===== config.mk =====
export PLATFORM = sky130hd
export DESIGN_NAME = k12a_lcd_sequencer
export DESIGN_NICKNAME = d
export VERILOG_FILES = /design/src/rtl/k12a_lcd_sequencer.sv
export SDC_FILE = /design/constraint.sdc
export NUM_CORES = 1
export LEC_CHECK = 0
export BUFFER_PORTS_ARGS = -buffer_cell sky130_fd_sc_hd__buf_2
export CELL_PAD_IN_SITES_DETAIL_PLACEMENT = 0
export CELL_PAD_IN_SITES_GLOBAL_PLACEMENT = 1
export CORE_ASPECT_RATIO = 1.2
export CORE_MARGIN = 2
export CORE_UTILIZATION = 35
export DETAILED_ROUTE_END_ITERATION = 7
export HOLD_SLACK_MARGIN = 0.03
export PLACE_DENSITY = 0.73
export SYNTH_ARGS = -nofsm -noshare
export SYNTH_HDL_FRONTEND = slang
export SYNTH_SLANG_ARGS = --single-unit

===== constraint.sdc =====
create_clock -name cpu_clock -period 2.2 [get_ports cpu_clock]
set_input_delay 0.44 -clock cpu_clock [delete_from_list [all_inputs] [get_ports cpu_clock]]
set_output_delay 0.44 -clock cpu_clock [all_outputs]
set_load 0.01 [all_outputs]

===== src/rtl/k12a_lcd_sequencer.sv =====
`default_nettype none
// ============================================================================
// Module   : k12a_lcd_sequencer
// Purpose  : FIFO-fed HD44780 write sequencer (setup / enable pulse / hold /
//            execution wait). Optional power-on init ROM: K12A_LCD_INIT_EN.
// Revision : 1.0 - initial release
// ============================================================================
module k12a_lcd_sequencer #(
  parameter int FIFO_DEPTH   = 4,
  parameter int SETUP_CYCLES = 1,
  parameter int PULSE_CYCLES = 4,
  parameter int EXEC_CYCLES  = 40,
  parameter int CLEAR_CYCLES = 1600
) (
  input  logic                          cpu_clock,
  input  logic                          reset,
  input  logic                          wr_valid,
  input  logic                          wr_rs,
  input  logic [7:0]                    wr_data,
  output logic                          wr_ready,
  output logic [$clog2(FIFO_DEPTH):0]   level,
  output logic                          busy,
  output logic                          overflow,
  output logic                          lcd_rs,
  output logic                          lcd_rw,
  output logic                          lcd_en,
  output logic [7:0]                    lcd_data
);

  localparam int AW = $clog2(FIFO_DEPTH);
  localparam int LW = AW + 1;
  localparam int CW = $clog2(CLEAR_CYCLES + 1);

  localparam logic [CW-1:0] SETUP_LOAD = CW'(SETUP_CYCLES - 1);
  localparam logic [CW-1:0] PULSE_LOAD = CW'(PULSE_CYCLES - 1);
  localparam logic [CW-1:0] EXEC_LOAD  = CW'(EXEC_CYCLES - 1);
  localparam logic [CW-1:0] CLEAR_LOAD = CW'(CLEAR_CYCLES - 1);
  localparam logic [LW-1:0] FULL_LEVEL = LW'(FIFO_DEPTH);

`ifdef K12A_LCD_INIT_EN
  typedef enum logic [2:0] {
    ST_IDLE  = 3'd0,
    ST_SETUP = 3'd1,
    ST_PULSE = 3'd2,
    ST_HOLD  = 3'd3,
    ST_WAIT  = 3'd4,
    ST_INIT  = 3'd5
  } state_t;
`else
  typedef enum logic [2:0] {
    ST_IDLE  = 3'd0,
    ST_SETUP = 3'd1,
    ST_PULSE = 3'd2,
    ST_HOLD  = 3'd3,
    ST_WAIT  = 3'd4
  } state_t;
`endif

  state_t          state;
  state_t          state_next;
  logic [CW-1:0]   cnt;
  logic [CW-1:0]   cnt_next;

  logic [8:0]      mem [FIFO_DEPTH];
  logic [AW-1:0]   wr_ptr;
  logic [AW-1:0]   rd_ptr;
  logic [8:0]      head;
  logic            push;
  logic            pop;
  logic            load;
  logic            load_rs;
  logic [7:0]      load_data;
  logic            is_clear;

  assign wr_ready = (level != FULL_LEVEL);
  assign push     = wr_valid & wr_ready;
  assign head     = mem[rd_ptr];
  assign busy     = (state != ST_IDLE) || (level != '0);
  assign lcd_rw   = 1'b0;
  assign is_clear = !lcd_rs && ((lcd_data == 8'h01) || (lcd_data == 8'h02) ||
                                (lcd_data == 8'h03));

  // Storage is not reset; validity is tracked solely by level and the pointers.
  always_ff @(posedge cpu_clock) begin
    if (push) begin
      mem[wr_ptr] <= {wr_rs, wr_data};
    end
  end

  always_ff @(posedge cpu_clock) begin
    if (reset) begin
      wr_ptr   <= '0;
      rd_ptr   <= '0;
      level    <= '0;
      overflow <= 1'b0;
    end else begin
      if (push) begin
        wr_ptr <= wr_ptr + AW'(1);
      end
      if (pop) begin
        rd_ptr <= rd_ptr + AW'(1);
      end
      case ({push, pop})
        2'b10:   level <= level + LW'(1);
        2'b01:   level <= level - LW'(1);
        default: level <= level;
      endcase
      if (wr_valid && !wr_ready) begin
        overflow <= 1'b1;
      end
    end
  end

`ifdef K12A_LCD_INIT_EN
  logic       init_active;
  logic [1:0] init_idx;
  logic [7:0] init_byte;

  always_comb begin
    init_byte = 8'h38;
    case (init_idx)
      2'd0:    init_byte = 8'h38;
      2'd1:    init_byte = 8'h0C;
      2'd2:    init_byte = 8'h06;
      default: init_byte = 8'h01;
    endcase
  end

  always_ff @(posedge cpu_clock) begin
    if (reset) begin
      init_active <= 1'b1;
      init_idx    <= 2'd0;
    end else if (init_active && (state == ST_WAIT) && (cnt == '0)) begin
      if (init_idx == 2'd3) begin
        init_active <= 1'b0;
      end else begin
        init_idx <= init_idx + 2'd1;
      end
    end
  end
`endif

  always_comb begin
    state_next = state;
    cnt_next   = cnt;
    pop        = 1'b0;
    load       = 1'b0;
    load_rs    = head[8];
    load_data  = head[7:0];
    case (state)
      ST_IDLE: begin
        if (level != '0) begin
          pop        = 1'b1;
          load       = 1'b1;
          state_next = ST_SETUP;
          cnt_next   = SETUP_LOAD;
        end
      end
`ifdef K12A_LCD_INIT_EN
      ST_INIT: begin
        load       = 1'b1;
        load_rs    = 1'b0;
        load_data  = init_byte;
        state_next = ST_SETUP;
        cnt_next   = SETUP_LOAD;
      end
`endif
      ST_SETUP: begin
        if (cnt == '0) begin
          state_next = ST_PULSE;
          cnt_next   = PULSE_LOAD;
        end else begin
          cnt_next = cnt - CW'(1);
        end
      end
      ST_PULSE: begin
        if (cnt == '0) begin
          state_next = ST_HOLD;
        end else begin
          cnt_next = cnt - CW'(1);
        end
      end
      ST_HOLD: begin
        state_next = ST_WAIT;
        cnt_next   = is_clear ? CLEAR_LOAD : EXEC_LOAD;
      end
      ST_WAIT: begin
        if (cnt == '0) begin
`ifdef K12A_LCD_INIT_EN
          state_next = (init_active && (init_idx != 2'd3)) ? ST_INIT : ST_IDLE;
`else
          state_next = ST_IDLE;
`endif
        end else begin
          cnt_next = cnt - CW'(1);
        end
      end
      default: begin
        state_next = ST_IDLE;
        cnt_next   = '0;
      end
    endcase
  end

  // Pin outputs are registered; lcd_en mirrors the PULSE state with no lag.
  always_ff @(posedge cpu_clock) begin
    if (reset) begin
`ifdef K12A_LCD_INIT_EN
      state <= ST_INIT;
`else
      state <= ST_IDLE;
`endif
      cnt      <= '0;
      lcd_en   <= 1'b0;
      lcd_rs   <= 1'b0;
      lcd_data <= 8'h00;
    end else begin
      state  <= state_next;
      cnt    <= cnt_next;
      lcd_en <= (state_next == ST_PULSE);
      if (load) begin
        lcd_rs   <= load_rs;
        lcd_data <= load_data;
      end
    end
  end

endmodule
`default_nettype wire


==> flow_summary.ini, run 1 <==
[timing]
slew_violations = 0
setup_viol = 0
tightest_slew_ns = 0.504
finalCritPeriodShare = 0.932
slew_headroom = 0.664
fmax_mhz = 488
fin_skew_ns = 0.00597
final-hold-violation-count = 0
layout_min_cycle_time_ns = 2.05
rsz0062_at_grt = no
finalSetupTns_ns = 0
setup_slack_ns = 0.150

[floorplan]
ios = 29
core_area_mm2 = 0.00856
die_w_um = 89.4
start_util = 0.358
die-height_um = 106
die-area_mm2 = 0.00952
std_cell_rows = 37

[yosys]
avgSynthCellArea_um2 = 11.4
yosysMostFrequentCell = edfxtp_1
ys_types = 53
yosys_register_bits = 68
synth_top_flop_cell = edfxtp_1
yosys-mux-area-fraction = 0.0759
syn-num-nets = 288
synth_xor_area_frac = 0.0310
synth_area_leaders = edfxtp_1, dfxtp_1, mux4_2
yosysWarnings = 0
synth_compound_area_frac = 0.111
yosysTopAreaCellShare = 0.353
yosysTopAreaCell = edfxtp_1
synth-adder-area-share = 0.0310
async_flop_share = 0
synth_edf_count = 36
ys_seq_area_frac = 0.562
synth_common_cells = edfxtp_1, nand2_1, dfxtp_1
synthCells = 269
syn_area_mm2 = 0.00306
synthSimpleGateAreaFrac = 0.151
synth_top_family_by_area = simple AND/OR/NAND/NOR gates

[setup_path]
crit_type = reg -> out
cp_max_fo = 13
crit_path_start_kind = register
worstPathCellList = or3_1, nor2b_2, buf_6, inv_1, buf_2
cpPeakStageDelay_ns = 0.42
crit_path_top_delay_cell = or3_1
rrSetupSlack_ns = 0.17
endpoint_kind = output port
required_ns = 1.76
worstPathArrival_ns = 1.61

[place]
port_buffers = 27
pre_cts_slack_ns = 0.110
hpwl_mm = 4.41
gp_congestion = 0.833
dp.cells = 408

[global_route]
track_usage = 0.148
overflow = 0
grt_max_degree = 18
antenna_found_initial = 0
grt_pass1_wl_mm = 10.6
grt_pass1_vias = 2148

[drt]
drt_first_pass_iters = 4
avgViaCountPerCell = 4.88
ant_nets = 0
drc_errors = 0
vias = 2068
wire_per_inst_um = 14.6
drt_iter0_markers = 140
routed_wl_mm = 6.19

[clocking]
cts.repair.resized = 0
clk_pin_slew_ns = 0.08
clockRootBuffer = clkbuf_8
cts.sinks = 68
cts_tree = built
clkLatencyLatePin_ns = 0.35
ctsHoldBuffers = 0
htreeDepth = 3
cts_buffers = 9
clockBufferDepth = 2
cts_setup_buffers = 0

[cells_and_area]
area_growth_pct = 15.5
fin_nets = 321
fin_cells = 424
antenna_cells = 0
drive_above_1_share = 0.238

[pwr]
ir_worst_vdd_uv = 725
power.density_mw_per_mm2 = 1440
p_leak_uw = 0.00130

[status]
status = finished clean

[flow_run]
maxCapViolations = 0

[min_path]
min_path_type = in -> reg
==> power breakdown <==
group,switching (µW),total [µW],internal (µW)
combinational,1330,2380,1050
clock,507,919,412
sequential,204,1810,1610
==> path summary, 6_finish.rpt <==
path	start	to	cells past startpoint
max	level[2]	busy	5
min	wr_data[7]	mem[3][7]	1
max reg2reg	level[2]	level[2]	9
min reg2reg	lcd_data[7]	lcd_data[7]	2
==> worst max-delay path, delay by kind of cell, from the launching register on <==
family                 cells  cell delay (ns)
buffers and inverters      3             0.33
and+or+nand+nor            2             0.56
DFF                        1             0.36
==> stage by stage <==
stage	utilization	area (µm²)	hold slack [ns]	total power, µW
after floorplan	-	3070	0.454	3610
after global placement	0.391	3350	0.450	4190
after detailed placement	0.391	3350	0.460	4200
after CTS	0.412	3520	0.296	5130
after global routing	0.413	3540	0.296	5560
final	0.413	3540	0.303	5110
==> cell families after synthesis <==
logic type,Yosys count
multiplexers,12
adder cells (fa/ha/maj),7
AO/OA/AOI/OAI,53
other,1
XOR/XNOR,10
AND/OR/NAND/NOR,92
flip-flops,68
buffers and inverters,26
==> routing by layer <==
metal / vias to the layer above / GRT usage / part of all wire
met5: - / 0 / 0
met4: 0 / 0.0576 / 0.016
met3: 10 / 0.0326 / 0.029
met2: 28 / 0.250 / 0.51
met1: 992 / 0.180 / 0.44
li1: 1038 / - / -
==> cell usage in the layout, fill, tap and decap left out, drive strengths merged, types with 6 or more instances in the layout <==
cell	count
edfxtp	36
o21ai	11
a21oi	20
mux4	9
buf	36
clkbuf	9
nand2	33
nor2	20
nor3	7
ha	6
dfxtp	32
xnor2	7
inv	14
==> layout make-up <==
cell class,count,area [µm²]
sequential,68,1720
tap,117,146
inverter,12,45.0
multi-input combinational,175,1240
clock buffer,9,124
fill,828,5030
clock inverter,7,50.0
timing repair buffer,36,206
==> registers in the layout (all words and copies together) (netlist names) <==
name	cells
lcd_data	8
mem	36
level	3
rd_ptr	2
lcd_en	1
lcd_rs	1
cnt	11
state	3
overflow	1
wr_ptr	2
Note: power is estimated with default switching activity, not from simulation.
==> inputs of run 2 (changes only) <==
--- a/config.mk
+++ b/config.mk
@@ -9,11 +9,13 @@
 export CELL_PAD_IN_SITES_DETAIL_PLACEMENT = 0
 export CELL_PAD_IN_SITES_GLOBAL_PLACEMENT = 1
 export CORE_ASPECT_RATIO = 1.2
-export CORE_MARGIN = 2
+export CORE_MARGIN = 5
 export CORE_UTILIZATION = 35
+export CTS_BUF_LIST = sky130_fd_sc_hd__clkbuf_16
 export DETAILED_ROUTE_END_ITERATION = 7
 export HOLD_SLACK_MARGIN = 0.03
 export PLACE_DENSITY = 0.73
+export SLEW_MARGIN = 20
 export SYNTH_ARGS = -nofsm -noshare
 export SYNTH_HDL_FRONTEND = slang
 export SYNTH_SLANG_ARGS = --single-unit
==> flow_summary.ini, run 2 (synthesis results as in run 1) <==
[cells_and_area]
largest_reg_flops = 36
nFillCells = 817
final_cell_mix = edfxtp_1, nand2_1, dfxtp_1
drive_above_1_share = 0.237
regMostFlops = mem
top_regs = mem (36), cnt (11), lcd_data (8)
area_growth_pct = 21.4
fin_nets = 322
antenna_cells = 0
final_common_cell = edfxtp_1
finish.instance_area_mm2 = 0.00372

[setup_path]
worstPathArrival_ns = 1.59
endpoint_kind = output port
rrSetupSlack_ns = 0.19
rr_startpoint = cnt[2]
required_ns = 1.76
crit_type = reg -> out
regToRegEndpoint = cnt[6]
crit_path_start_kind = register
reg2reg_depth = 6
cp_max_fo = 13

[pwr]
ir_worst_vdd_uv = 608
p_leak_uw = 0.00139
power.density_mw_per_mm2 = 1580

[min_path]
hold_path_depth = 1
whs_endpoint = mem[1][0]
min_path_type = in -> reg
holdCritStartpoint = wr_data[0]

[clocking]
clockRootBuffer = clkbuf_16
cts_tree = built
cts_buffers = 9
cts.sinks = 68
clkLatencyLatePin_ns = 0.33
clk_pin_slew_ns = 0.06
clockBufferDepth = 2
htreeDepth = 3
ctsHoldBuffers = 0

[place]
hpwl_mm = 4.45
port_buffers = 27
place_area_mm2 = 0.00335
gp_congestion = 0.748

[timing]
slew_violations = 0
finalSetupTns_ns = 0
layout_min_cycle_time_ns = 2.03
slew_headroom = 0.641
finalCritPeriodShare = 0.922
fin_skew_ns = 0.00619
final-hold-violation-count = 0
fmax_mhz = 493
tightest_slew_ns = 0.539
setup_viol = 0
rsz0062_at_grt = no

[floorplan]
die-height_um = 112
die_w_um = 95.4
die-area_mm2 = 0.0107
core_area_mm2 = 0.00856
ios = 29
start_util = 0.358
std_cell_rows = 37

[drt]
avgViaCountPerCell = 4.94
drc_errors = 0
wire_per_inst_um = 14.6
vias = 2098
ant_nets = 0
drt_first_pass_iters = 4
routed_wl_mm = 6.22
drt_iter0_markers = 106

[global_route]
overflow = 0
grt_util_met2 = 0.220
track_usage = 0.126
grt_max_degree = 18
antenna_found_initial = 0
met3_usage = 0.0389
busiest_layer = met2
grt_pass1_vias = 2133
use_met1 = 0.147
grt_pass1_wl_mm = 10.3

[flow_run]
maxCapViolations = 0

[status]
status = finished clean
-- run 2: changes by cell type in the layout (fill, tap and decap cells not counted), sizes merged --
| cell | previous run | this run |
|---|---|---|
| buf | 36 | 37 |
| bufinv | 0 | 3 |
| clkinv | 2 | 0 |
| clkinvlp | 3 | 0 |
| inv | 14 | 16 |
-- run 2: what timing repair did --
| action | in CTS | in global routing |
|---|---|---|
| resized for setup | 0 | 3 |
| endpoints found under the setup margin | 0 | 1 |
| setup buffers | 0 | 1 |
-- run 2: how the worst max path moves through the flow --
stage	start	endpoint	slack [ns]
after floorplan	state[1]	level[2]	0.02
after global placement	level[0]	level[2]	0.18
after detailed placement	level[0]	level[2]	0.11
after CTS	level[0]	level[2]	0.10
after global routing	level[2]	level[2]	0.02
final	level[2]	busy	0.17
-- run 2: worst max-delay path, stage by stage (launching register included) --
cell,delay [ns]
dfxtp_1,0.35
or3_1,0.41
nor2b_1,0.12
buf_4,0.20
inv_1,0.05
buf_2,0.13
-- run 2: final cells by class --
type / instances / area [µm²] / share of cell area
Clock inverter: 7 / 130 / 0.0350
Inverter: 12 / 45.0 / 0.0121
Multi-Input combinational cell: 175 / 1240 / 0.333
Clock buffer: 9 / 225 / 0.0605
Sequential cell: 68 / 1720 / 0.463
Tap cell: 117 / 146 / 0.0394
Timing Repair Buffer: 37 / 210 / 0.0565
-- run 2: power by group --
part / switching (µW) / total (µW) / leakage (µW) / internal [µW]
clock network: 572 / 1700 / 0.000174 / 1130
logic: 1320 / 2360 / 0.000624 / 1040
registers: 207 / 1820 / 0.000592 / 1610
-- run 2: layer usage --
metal	vias to the layer above	wire length (µm)
met1	1013	2560
li1	1043	-
met3	7	274
met2	35	3310
met4	0	76
met5	-	0
-- run 2: through the flow --
step	std cells	hold WS (ns)	setup slack, ns	power [µW]	util
after floorplan	269	0.454	0.0172	3610	-
after detailed placement	408	0.455	0.113	4220	0.391
final	425	0.323	0.172	5880	0.434
after global placement	408	0.450	0.180	4190	0.391
after global routing	425	0.310	0.0190	6320	0.434
after CTS	424	0.315	0.105	5950	0.433
==> inputs of run 3 (changes only) <==
--- a/config.mk
+++ b/config.mk
@@ -10,11 +10,11 @@
 export CELL_PAD_IN_SITES_GLOBAL_PLACEMENT = 1
 export CORE_ASPECT_RATIO = 1.2
 export CORE_MARGIN = 5
-export CORE_UTILIZATION = 35
+export CORE_UTILIZATION = 42
 export CTS_BUF_LIST = sky130_fd_sc_hd__clkbuf_16
 export DETAILED_ROUTE_END_ITERATION = 7
 export HOLD_SLACK_MARGIN = 0.03
-export PLACE_DENSITY = 0.73
+export PLACE_DENSITY = 0.83
 export SLEW_MARGIN = 20
 export SYNTH_ARGS = -nofsm -noshare
 export SYNTH_HDL_FRONTEND = slang
==> constraint.sdc (replaced) <==
create_clock -name cpu_clock -period 2.2 [get_ports cpu_clock]
set_input_delay 0 -clock cpu_clock [delete_from_list [all_inputs] [get_ports cpu_clock]]
set_output_delay 0 -clock cpu_clock [all_outputs]
set_load 0.01 [all_outputs]
==> flow_summary.ini, run 3 (synthesis results as in run 1) <==
[status]
status = finished clean

[setup_path]
worstPathArrival_ns = 2.29
cp_max_fo = 5
reg2reg_depth = 9
required_ns = 2.45
regToRegEndpoint = level[2]
crit_type = reg -> reg
crit_path_start_kind = register
rrSetupSlack_ns = 0.17
rr_startpoint = level[0]
endpoint_kind = register

[clocking]
htreeDepth = 3
clockBufferDepth = 2
clkLatencyLatePin_ns = 0.33
cts_buffers = 9
cts_setup_buffers = 0
cts.sinks = 68
clk_pin_slew_ns = 0.06
clockRootBuffer = clkbuf_16
cts_tree = built

[drt]
drt_first_pass_iters = 5
wire_per_inst_um = 15.5
vias = 2162
drt_iter0_markers = 84
avgViaCountPerCell = 5.26
drc_errors = 0
ant_nets = 0
routed_wl_mm = 6.35

[timing]
slew_headroom = 0.607
layout_min_cycle_time_ns = 2.03
finalCritPeriodShare = 0.924
fin_skew_ns = 0.00398
setup_viol = 0
fmax_mhz = 492
final-hold-violation-count = 0
tightest_slew_ns = 0.590
rsz0062_at_grt = no
slew_violations = 0
finalSetupTns_ns = 0

[pwr]
comb_power_share = 0.431
p_leak_uw = 0.00142
p_int_uw = 3620
swShare = 0.373
total_power_uw = 5770
p_clk_frac = 0.257
power.net_switching_uw = 2150
ir_worst_vdd_uv = 822
pwr-share-seq = 0.312
power.density_mw_per_mm2 = 1540

[global_route]
overflow = 0
grt_pass1_vias = 2176
track_usage = 0.152
grt_max_degree = 31
grt_pass1_wl_mm = 10.7
antenna_found_initial = 0

[cells_and_area]
drive_above_1_share = 0.227
regMostFlops = mem
final_cell_mix = edfxtp_1, nand2_1, dfxtp_1
largest_reg_flops = 36
final_common_cell = edfxtp_1
antenna_cells = 0
top_regs = mem (36), cnt (11), lcd_data (8)
fin_cells = 411
area_growth_pct = 22.5
fin_nets = 335

[place]
dp.cells = 385
hpwl_mm = 4.18
port_buffers = 27
gp_congestion = 0.819

[min_path]
holdCritStartpoint = reset
whs_endpoint = level[1]
min_path_type = in -> reg
hold_path_depth = 2

[flow_run]
maxCapViolations = 0

[floorplan]
die-height_um = 104
start_util = 0.426
std_cell_rows = 34
die-area_mm2 = 0.00911
core_area_mm2 = 0.00719
ios = 29
die_w_um = 88.0
run 3: cell types whose count changed in the layout (fill, tap and decap cells not counted), sizes merged:
cell / before / now
clkinvlp: 0 / 2
bufinv: 3 / 1
buf: 37 / 40
dlygate4sd3: 0 / 10
run 3: worst max path at each step:
stage	startpoint	end	slack (ns)	depth (start not counted)
3_3_place_gp	level[0]	level[2]	0.24	9
6_report	level[0]	level[2]	0.17	9
3_5_place_dp	level[0]	level[2]	0.19	9
2_1_floorplan	state[1]	level[2]	0.02	11
4_1_cts	level[0]	level[2]	0.16	9
5_1_grt	level[0]	level[2]	0.007	9
run 3: cell type report:
class / instances / area [µm²]
inverters: 12 / 45.0
clock inverters: 7 / 82.6
clock buffers: 9 / 225
fillers: 617 / 3430
repair buffers: 50 / 333
well taps: 90 / 113
flip-flops and latches: 68 / 1720
multi-input cells: 175 / 1230
run 3: power by group through the flow:
stage          clock network (µW)  registers (µW)  logic [µW]
6_report                     1480            1800        2490
5_1_grt                      1560            1840        2760
4_1_cts                      1500            1800        2500
3_5_place_dp                    0            1830        2460
3_3_place_gp                    0            1810        2450
2_1_floorplan                   0            1810        1790
run 3: what timing repair did:
item	CTS	global route
hold buffers	10	0
setup endpoints to repair	0	0
hold endpoints to repair	37	0
resized for setup	0	0
run 3: routing by layer:
metal  up-vias  wire length (µm)  GRT usage
li1       1067                 -          -
met1      1034              2690      0.190
met2        51              3320      0.251
met3        10               258     0.0389
met4         0                83     0.0526
met5         -                 0          0
run 3: critical path, cell delays in order, from the launching register on:
cell and delay (ns):
dfxtp_1 0.34, nor2_1 0.16, nand2_1 0.09, nand2_1 0.15, ha_1 0.20, inv_1 0.06, fa_1 0.37, xor2_1 0.16
or3_1 0.31, a21oi_1 0.13
run 3: through the flow:
step | cell area [µm²] | utilization | hold WS (ns) | setup WS, ns
3_5_place_dp | 3350 | 0.466 | 0.217 | 0.190
3_3_place_gp | 3350 | 0.466 | 0.212 | 0.239
6_report | 3750 | 0.522 | 0.166 | 0.168
2_1_floorplan | 3070 | - | 0.0989 | 0.0172
4_1_cts | 3750 | 0.522 | 0.166 | 0.157
5_1_grt | 3750 | 0.522 | 0.202 | 0.00665
